==> config.mk <==
export PLATFORM = sky130hd
export DESIGN_NAME = hazard_scoreboard
export DESIGN_NICKNAME = d
export VERILOG_FILES = /design/src/rtl/hazard_scoreboard.sv
export SDC_FILE = /design/constraint.sdc
export NUM_CORES = 1
export LEC_CHECK = 0
export CORE_MARGIN = 1
export CORE_UTILIZATION = 35
export CTS_CLUSTER_SIZE = 10
export DETAILED_ROUTE_END_ITERATION = 7
export PLACE_DENSITY = 0.61
export SLEW_MARGIN = 10
export SYNTH_ARGS = -nofsm -noshare
export SYNTH_HDL_FRONTEND = slang
export SYNTH_SLANG_ARGS = --single-unit
==> constraint.sdc <==
create_clock -name clk -period 2.7 [get_ports clk]
set_clock_uncertainty 0.2 [all_clocks]
set_input_delay 0.54 -clock clk [delete_from_list [all_inputs] [get_ports clk]]
set_output_delay 0.54 -clock clk [all_outputs]
set_load 0.005 [all_outputs]
==> src/rtl/hazard_scoreboard.sv <==
// Register-hazard scoreboard for an in-order pipeline: tracks the destinations of
// in-flight instructions, flags decode stalls and selects forwarding sources.
module hazard_scoreboard #(
  parameter int REG_AW = 4,
  parameter int DEPTH  = 2,
  parameter int SW     = 16
) (
  input  logic              clk,
  input  logic              rst,
  input  logic              issue_valid,
  input  logic [REG_AW-1:0] src_1,
  input  logic [REG_AW-1:0] src_2,
  input  logic              two_src,
  input  logic [REG_AW-1:0] dest,
  input  logic              wb_en,
  input  logic              mem_r_en,
  input  logic              forward_en,
  input  logic              freeze,
  input  logic              flush,
  output logic              hazard_detected,
  output logic [2:0]        fwd_sel_1,
  output logic [2:0]        fwd_sel_2,
  output logic [3:0]        pending,
  output logic [SW-1:0]     stall_cycles
);

  // Index 0 is tracked stage 1 (the instruction now in EXE).
  logic [DEPTH-1:0]  ent_valid;
  logic [REG_AW-1:0] ent_dest [DEPTH];
  logic              exe_is_load;

  logic [DEPTH-1:0]  match_1;
  logic [DEPTH-1:0]  match_2;
  logic [3:0]        first_1;
  logic [3:0]        first_2;
  logic              load_use;
  logic              unencodable;
  logic              new_valid;

  always_comb begin
    match_1 = '0;
    match_2 = '0;
    for (int k = 0; k < DEPTH; k++) begin
      match_1[k] = ent_valid[k] && (ent_dest[k] == src_1);
      match_2[k] = ent_valid[k] && two_src && (ent_dest[k] == src_2);
    end
  end

  // Scan oldest to youngest so the youngest matching stage wins.
  always_comb begin
    first_1 = '0;
    first_2 = '0;
    for (int k = DEPTH - 1; k >= 0; k--) begin
      if (match_1[k]) first_1 = 4'(k + 1);
      if (match_2[k]) first_2 = 4'(k + 1);
    end
  end

  // Only the EXE-stage load flag matters: older loads already have their data.
  assign load_use = exe_is_load && (match_1[0] || match_2[0]);

  // A 3-bit select cannot name stage 8, so such a match stalls until it retires.
  assign unencodable = (first_1 > 4'd7) || (first_2 > 4'd7);

  always_comb begin
    hazard_detected = 1'b0;
    fwd_sel_1       = 3'd0;
    fwd_sel_2       = 3'd0;
    if (issue_valid) begin
      if (forward_en) begin
        hazard_detected = load_use || unencodable;
        fwd_sel_1       = first_1[2:0];
        fwd_sel_2       = first_2[2:0];
      end else begin
        hazard_detected = (|match_1) || (|match_2);
      end
    end
  end

  assign new_valid = issue_valid && wb_en && !hazard_detected;

  always_ff @(posedge clk or posedge rst) begin
    if (rst) begin
      ent_valid <= '0;
    end else if (flush) begin
      ent_valid <= '0;
    end else if (!freeze) begin
      for (int k = DEPTH - 1; k >= 1; k--) begin
        ent_valid[k] <= ent_valid[k-1];
      end
      ent_valid[0] <= new_valid;
    end
  end

  // Payload needs no reset: it is only observed through a set valid bit.
  always_ff @(posedge clk) begin
    if (!flush && !freeze) begin
      for (int k = DEPTH - 1; k >= 1; k--) begin
        ent_dest[k] <= ent_dest[k-1];
      end
      ent_dest[0] <= dest;
      exe_is_load <= mem_r_en;
    end
  end

  always_ff @(posedge clk or posedge rst) begin
    if (rst) begin
      stall_cycles <= '0;
    end else if (hazard_detected && !freeze && !flush && (stall_cycles != '1)) begin
      stall_cycles <= stall_cycles + 1'b1;
    end
  end

  always_comb begin
    pending = '0;
    for (int k = 0; k < DEPTH; k++) begin
      pending = pending + 4'(ent_valid[k]);
    end
  end

endmodule

-- After elaboration in Yosys (flattened, before gate mapping)
Memory sizes are Yosys's and may differ from the RTL's.
Index checks and enable logic that the tools add are counted.
- $add $sub $neg: 2
- $lt $le $gt $ge: 2
- equality and inequality tests: 6
- multiplexer cells: 14
- reduce and logical (&&, ||, !) cells: 22
- operators by type and width (operator ; count):
    16-bit by 1-bit adder with 16-bit output, second input constant ; 1
    4-bit equality test ; 4
    16-bit != test, second input constant ; 1
    1-bit logical AND ; 13
    3-bit two-way mux ; 4
    4-bit by 3-bit greater-than comparator with 1-bit output, second input constant ; 2
    2-bit two-way mux ; 4
    4-bit two-way mux ; 2
    1-bit logical OR ; 4
    1-bit two-way mux ; 4
    2-bit OR reduction ; 2
    1-bit logical NOT ; 3
    1-bit by 1-bit adder with 2-bit output ; 1
    2-bit by 1-bit != test with 1-bit output, second input constant ; 1
- bits in registers: 19
- memory bits (writable): 8
- input port bits: 21
- output and inout port bits: 27
- logic and storage cells: 50
- memories kept: 1
- memory list (name ; words ; width ; read ports ; clocked after memory_dff ; write ports ; RTL line ; RTL):
    ent_dest ; 2 ; 4 ; 2 ; 0 ; 2 ; 29 ; logic [REG_AW-1:0] ent_dest [DEPTH];

-- Longest topological paths before layout
An unclocked memory read counts as a cell.
- depth in word-level cells: 14
- mapped depth: 7
- mapped depth without buffers: 6

-- Least setup slack after synthesis
OpenSTA, ideal clock, no wires.
- path kind: input-to-reg
- from: in flush
- to: reg stall_cycles[1]
- library setup time: 0.125 ns
- data arrival time: 1.850 ns
- required time: 2.375 ns
- slack: 0.525 ns
- cell stages on the path: 5
- buffers on the path: 0
- cells stage by stage: nor2_1 nand2_1 a31oi_4 nand2_1 mux2_4
- cells in the longest elaborated chain, start to end: 3
- RTL lines (what ; RTL line ; RTL):
    from (decl) ; 19 ; input logic flush,
    1-bit logical NOT ; 109 ; end else if (hazard_detected && !freeze && !flush && (stall_cycles != '1)) begin
    1-bit logical AND (2 in series) ; 109 ;
    to (signal assigned) ; 110 ; stall_cycles <= stall_cycles + 1'b1;
    to (decl) ; 24 ; output logic [SW-1:0] stall_cycles
No other way between the ends.
A chain may end at the register's enable or synchronous reset.

-- Worst setup path in the final report
- from: in src_2[2]
- to: out fwd_sel_2[1]
- cells in the longest elaborated chain, start to end: 6
- elaborated cells between the ends (all ways): 8
- classes of those cells: 2 x eq/ne; 4 x mux; 2 x reduce/logical
- RTL lines (what ; RTL line ; RTL):
    from (decl) ; 12 ; input logic [REG_AW-1:0] src_2,
    4-bit equality test ; 45 ; match_2[k] = ent_valid[k] && two_src && (ent_dest[k] == src_2);
    1-bit logical AND ; 45 ;
    2-bit two-way mux ; 55 ; if (match_2[k]) first_2 = 4'(k + 1);
    4-bit two-way mux * ; 55 ;
    3-bit two-way mux * ; 70 ; if (forward_en) begin
    3-bit two-way mux * ; 69 ; if (issue_valid) begin
    to (decl) ; 22 ; output logic [2:0] fwd_sel_2,
Mark *: on every way between the ends. The rest lies on a longest branch, timed or not.

==> impl_metrics.py <==
metrics = {
    "setup_path": {
        "reg2reg_to": "stall_cycles[8]$_DFFE_PP0P_",
        "r2r-start": "ent_dest[0][0]$_DFFE_PP_",
        "rrSetupSlack_ps": 280,
        "path_class": "in2out",
        "end_kind": "output pin",
        "cp.required_ps": 1960,
        "critPathMaxFanout": 3,
        "endpoint": "fwd_sel_2[1]",
        "crit_arrival_ps": 1870,
        "r2r_cells": 10,
        "critical_path.startpoint": "src_2[2]",
        "crit_path_start_kind": "input pin",
    },
    "power": {
        "cellLeakagePower_nw": 1.00,
        "ir_worst_vdd_mv": 0.263,
        "p_per_area_nw_per_um2": 348,
        "power.total_uw": 791,
    },
    "clock_network": {
        "cts.path.max_buffers": 2,
        "cts.htree.levels": 1,
        "numCtsBuffers": 3,
        "clock_tree.root_cell": "clkbuf_8",
        "clk_latency_ps": 280,
        "cts_tree": "built",
        "clk_pin_slew_ps": 90,
        "cts_sinks": 27,
        "hold_buffers": 0,
    },
    "placement": {
        "io_buffers": 43,
        "hpwl_um": 2760,
        "routabilityCongestion": 0.846,
        "dp_cells": 248,
    },
    "yosys": {
        "synthTopCellsByArea": "dfrtp_1 30%, edfxtp_1 18%, xnor2_1 11%",
        "ys_ff_latch": 27,
        "synthCells": 138,
        "async_flop_share": 0.667,
        "synth-edff-count": 9,
        "syn_area_per_cell_um2": 10.9,
        "synth_flop_cell": "dfrtp_1",
        "synth_top_cells_by_count": "18 x dfrtp_1, 18 x xnor2_1, 12 x nand3_1",
        "synth_top_area_cell": "dfrtp_1",
        "synth_warnings": 0,
        "synthesis.area_um2": 1500,
        "yosysSeqAreaShare": 0.481,
        "synth_top_area_share": 0.301,
        "ys_types": 33,
    },
    "timing": {
        "slew_headroom": 0.548,
        "max_clock_freq_mhz": 384,
        "worstMarginPinSlew_ps": 678,
        "period_needed_ps": 2610,
        "setup_viol": 0,
        "hold_viol": 0,
        "drv_slew": 0,
        "fin_crit_sh": 0.965,
    },
    "floorplan": {
        "rows": 23,
        "die_w_um": 67.4,
        "coreArea_um2": 4060,
        "die_h_um": 67.4,
        "ioPinCount": 48,
        "die-area_um2": 4550,
        "initial_utilization": 0.369,
    },
    "global_routing": {
        "grt_pass1_wl_um": 5770,
        "grt_pass1_vias": 1288,
        "antenna_found_initial": 0,
        "grt_max_degree": 19,
        "overflow": 0,
        "grt_usage": 0.173,
    },
    "cells_and_area": {
        "stdcell_count": 258,
        "final_nets": 232,
        "area_growth_pct": 51.8,
        "drive_above_1_share": 0.226,
        "n_antenna_cell": 0,
    },
    "status": {
        "run_status": "completed",
    },
    "routing": {
        "via_per_inst": 4.89,
        "wl_per_cell_um": 13.6,
        "first_pass_iters": 4,
        "vias": 1261,
        "wirelength_um": 3510,
        "drc": 0,
        "ant_nets": 0,
        "drt-initial-drc-count": 64,
    },
    "min_path": {
        "min-delay-path-class": "reg2reg",
    },
    "job": {
        "cap_violations": 0,
    },
}
## cell families after synthesis
family,count (synthesis),synth area share
other,1,0.00250
AOI/OAI and AO/OA,6,0.0492
buffers and inverters,11,0.0426
DFF,27,0.481
muxes,2,0.0167
adders and majority gates,2,0.0167
and+or+nand+nor,64,0.245
xor gates and xnor gates,25,0.146
## cell usage in the layout (no fill, tap or decap), types with 5 or more instances in the layout
master	synthesis	final
inv_1	5	5
buf_4	4	24
and3_1	7	7
xor2_1	7	6
nand2_1	7	6
xnor2_1	18	18
dfrtp_1	18	18
clkdlybuf4s50_1	0	28
nand4_1	7	7
nand3_1	12	10
edfxtp_1	9	9
dlygate4sd2_1	0	11
nor2_1	7	7
## power by group
group / internal [mW] / leakage (nW) / switching, mW / total, mW
sequential: 0.434 / 0.335 / 0.00995 / 0.444
combinational: 0.0661 / 0.641 / 0.0504 / 0.117
clock: 0.104 / 0.0255 / 0.127 / 0.231
## metal layers
layer / wire length, µm / up-vias / track usage
li1: - / 619 / -
met1: 1610 / 601 / 0.223
met2: 1730 / 36 / 0.295
met3: 136 / 5 / 0.0270
met4: 33 / 0 / 0.0505
met5: 0 / - / 0
## flip-flops by register name (all words and copies together) (netlist names)
register,count
ent_dest,8
ent_valid,2
exe_is_load,1
stall_cycles,16
## how the worst min path moves through the flow
| stage | start | cells after the start | end |
|---|---|---|---|
| 2_1_floorplan | rst | 1 | ent_valid[0]$_DFFE_PP0P_ |
| 3_3_place_gp | stall_cycles[12]$_DFFE_PP0P_ | 1 | stall_cycles[12]$_DFFE_PP0P_ |
| 3_5_place_dp | stall_cycles[4]$_DFFE_PP0P_ | 1 | stall_cycles[4]$_DFFE_PP0P_ |
| 4_1_cts | stall_cycles[4]$_DFFE_PP0P_ | 1 | stall_cycles[4]$_DFFE_PP0P_ |
| 5_1_grt | stall_cycles[13]$_DFFE_PP0P_ | 1 | stall_cycles[13]$_DFFE_PP0P_ |
| 6_report | stall_cycles[12]$_DFFE_PP0P_ | 1 | stall_cycles[12]$_DFFE_PP0P_ |
## what timing repair did
item / CTS / global route
pin swaps: 11 / 5
endpoints found under the setup margin: 5 / 6
resized for setup: 36 / 3
buffers inserted: 6 / 1
## per-stage QoR
step	cell area [µm²]	hold slack [ps]	utilization	setup TNS, ps	setup WS (ps)
6_report	2270	296	0.561	0	93.7
4_1_cts	2270	305	0.560	0	0.922
5_1_grt	2270	334	0.561	-22.0	-16.4
3_3_place_gp	2100	281	0.519	-2460	-430
2_1_floorplan	1510	279	-	0	525
3_5_place_dp	2100	284	0.519	-3130	-461
## final cells by class
class | instances | area, µm²
Clock inverter | 1 | 5.00
Inverter | 6 | 22.5
Fill cell | 369 | 1780
Tap cell | 50 | 62.6
Clock buffer | 3 | 41.3
Timing Repair Buffer | 68 | 609
Multi-Input combinational cell | 103 | 813
Sequential cell | 27 | 721
## critical path: stages
cell,delay [ps]
dlygate4sd2_1,270
nor2b_4,140
a2111oi_4,290
nand4_1,180
nor3b_2,190
dlygate4sd2_1,250
(Power assumes the default switching activity.)
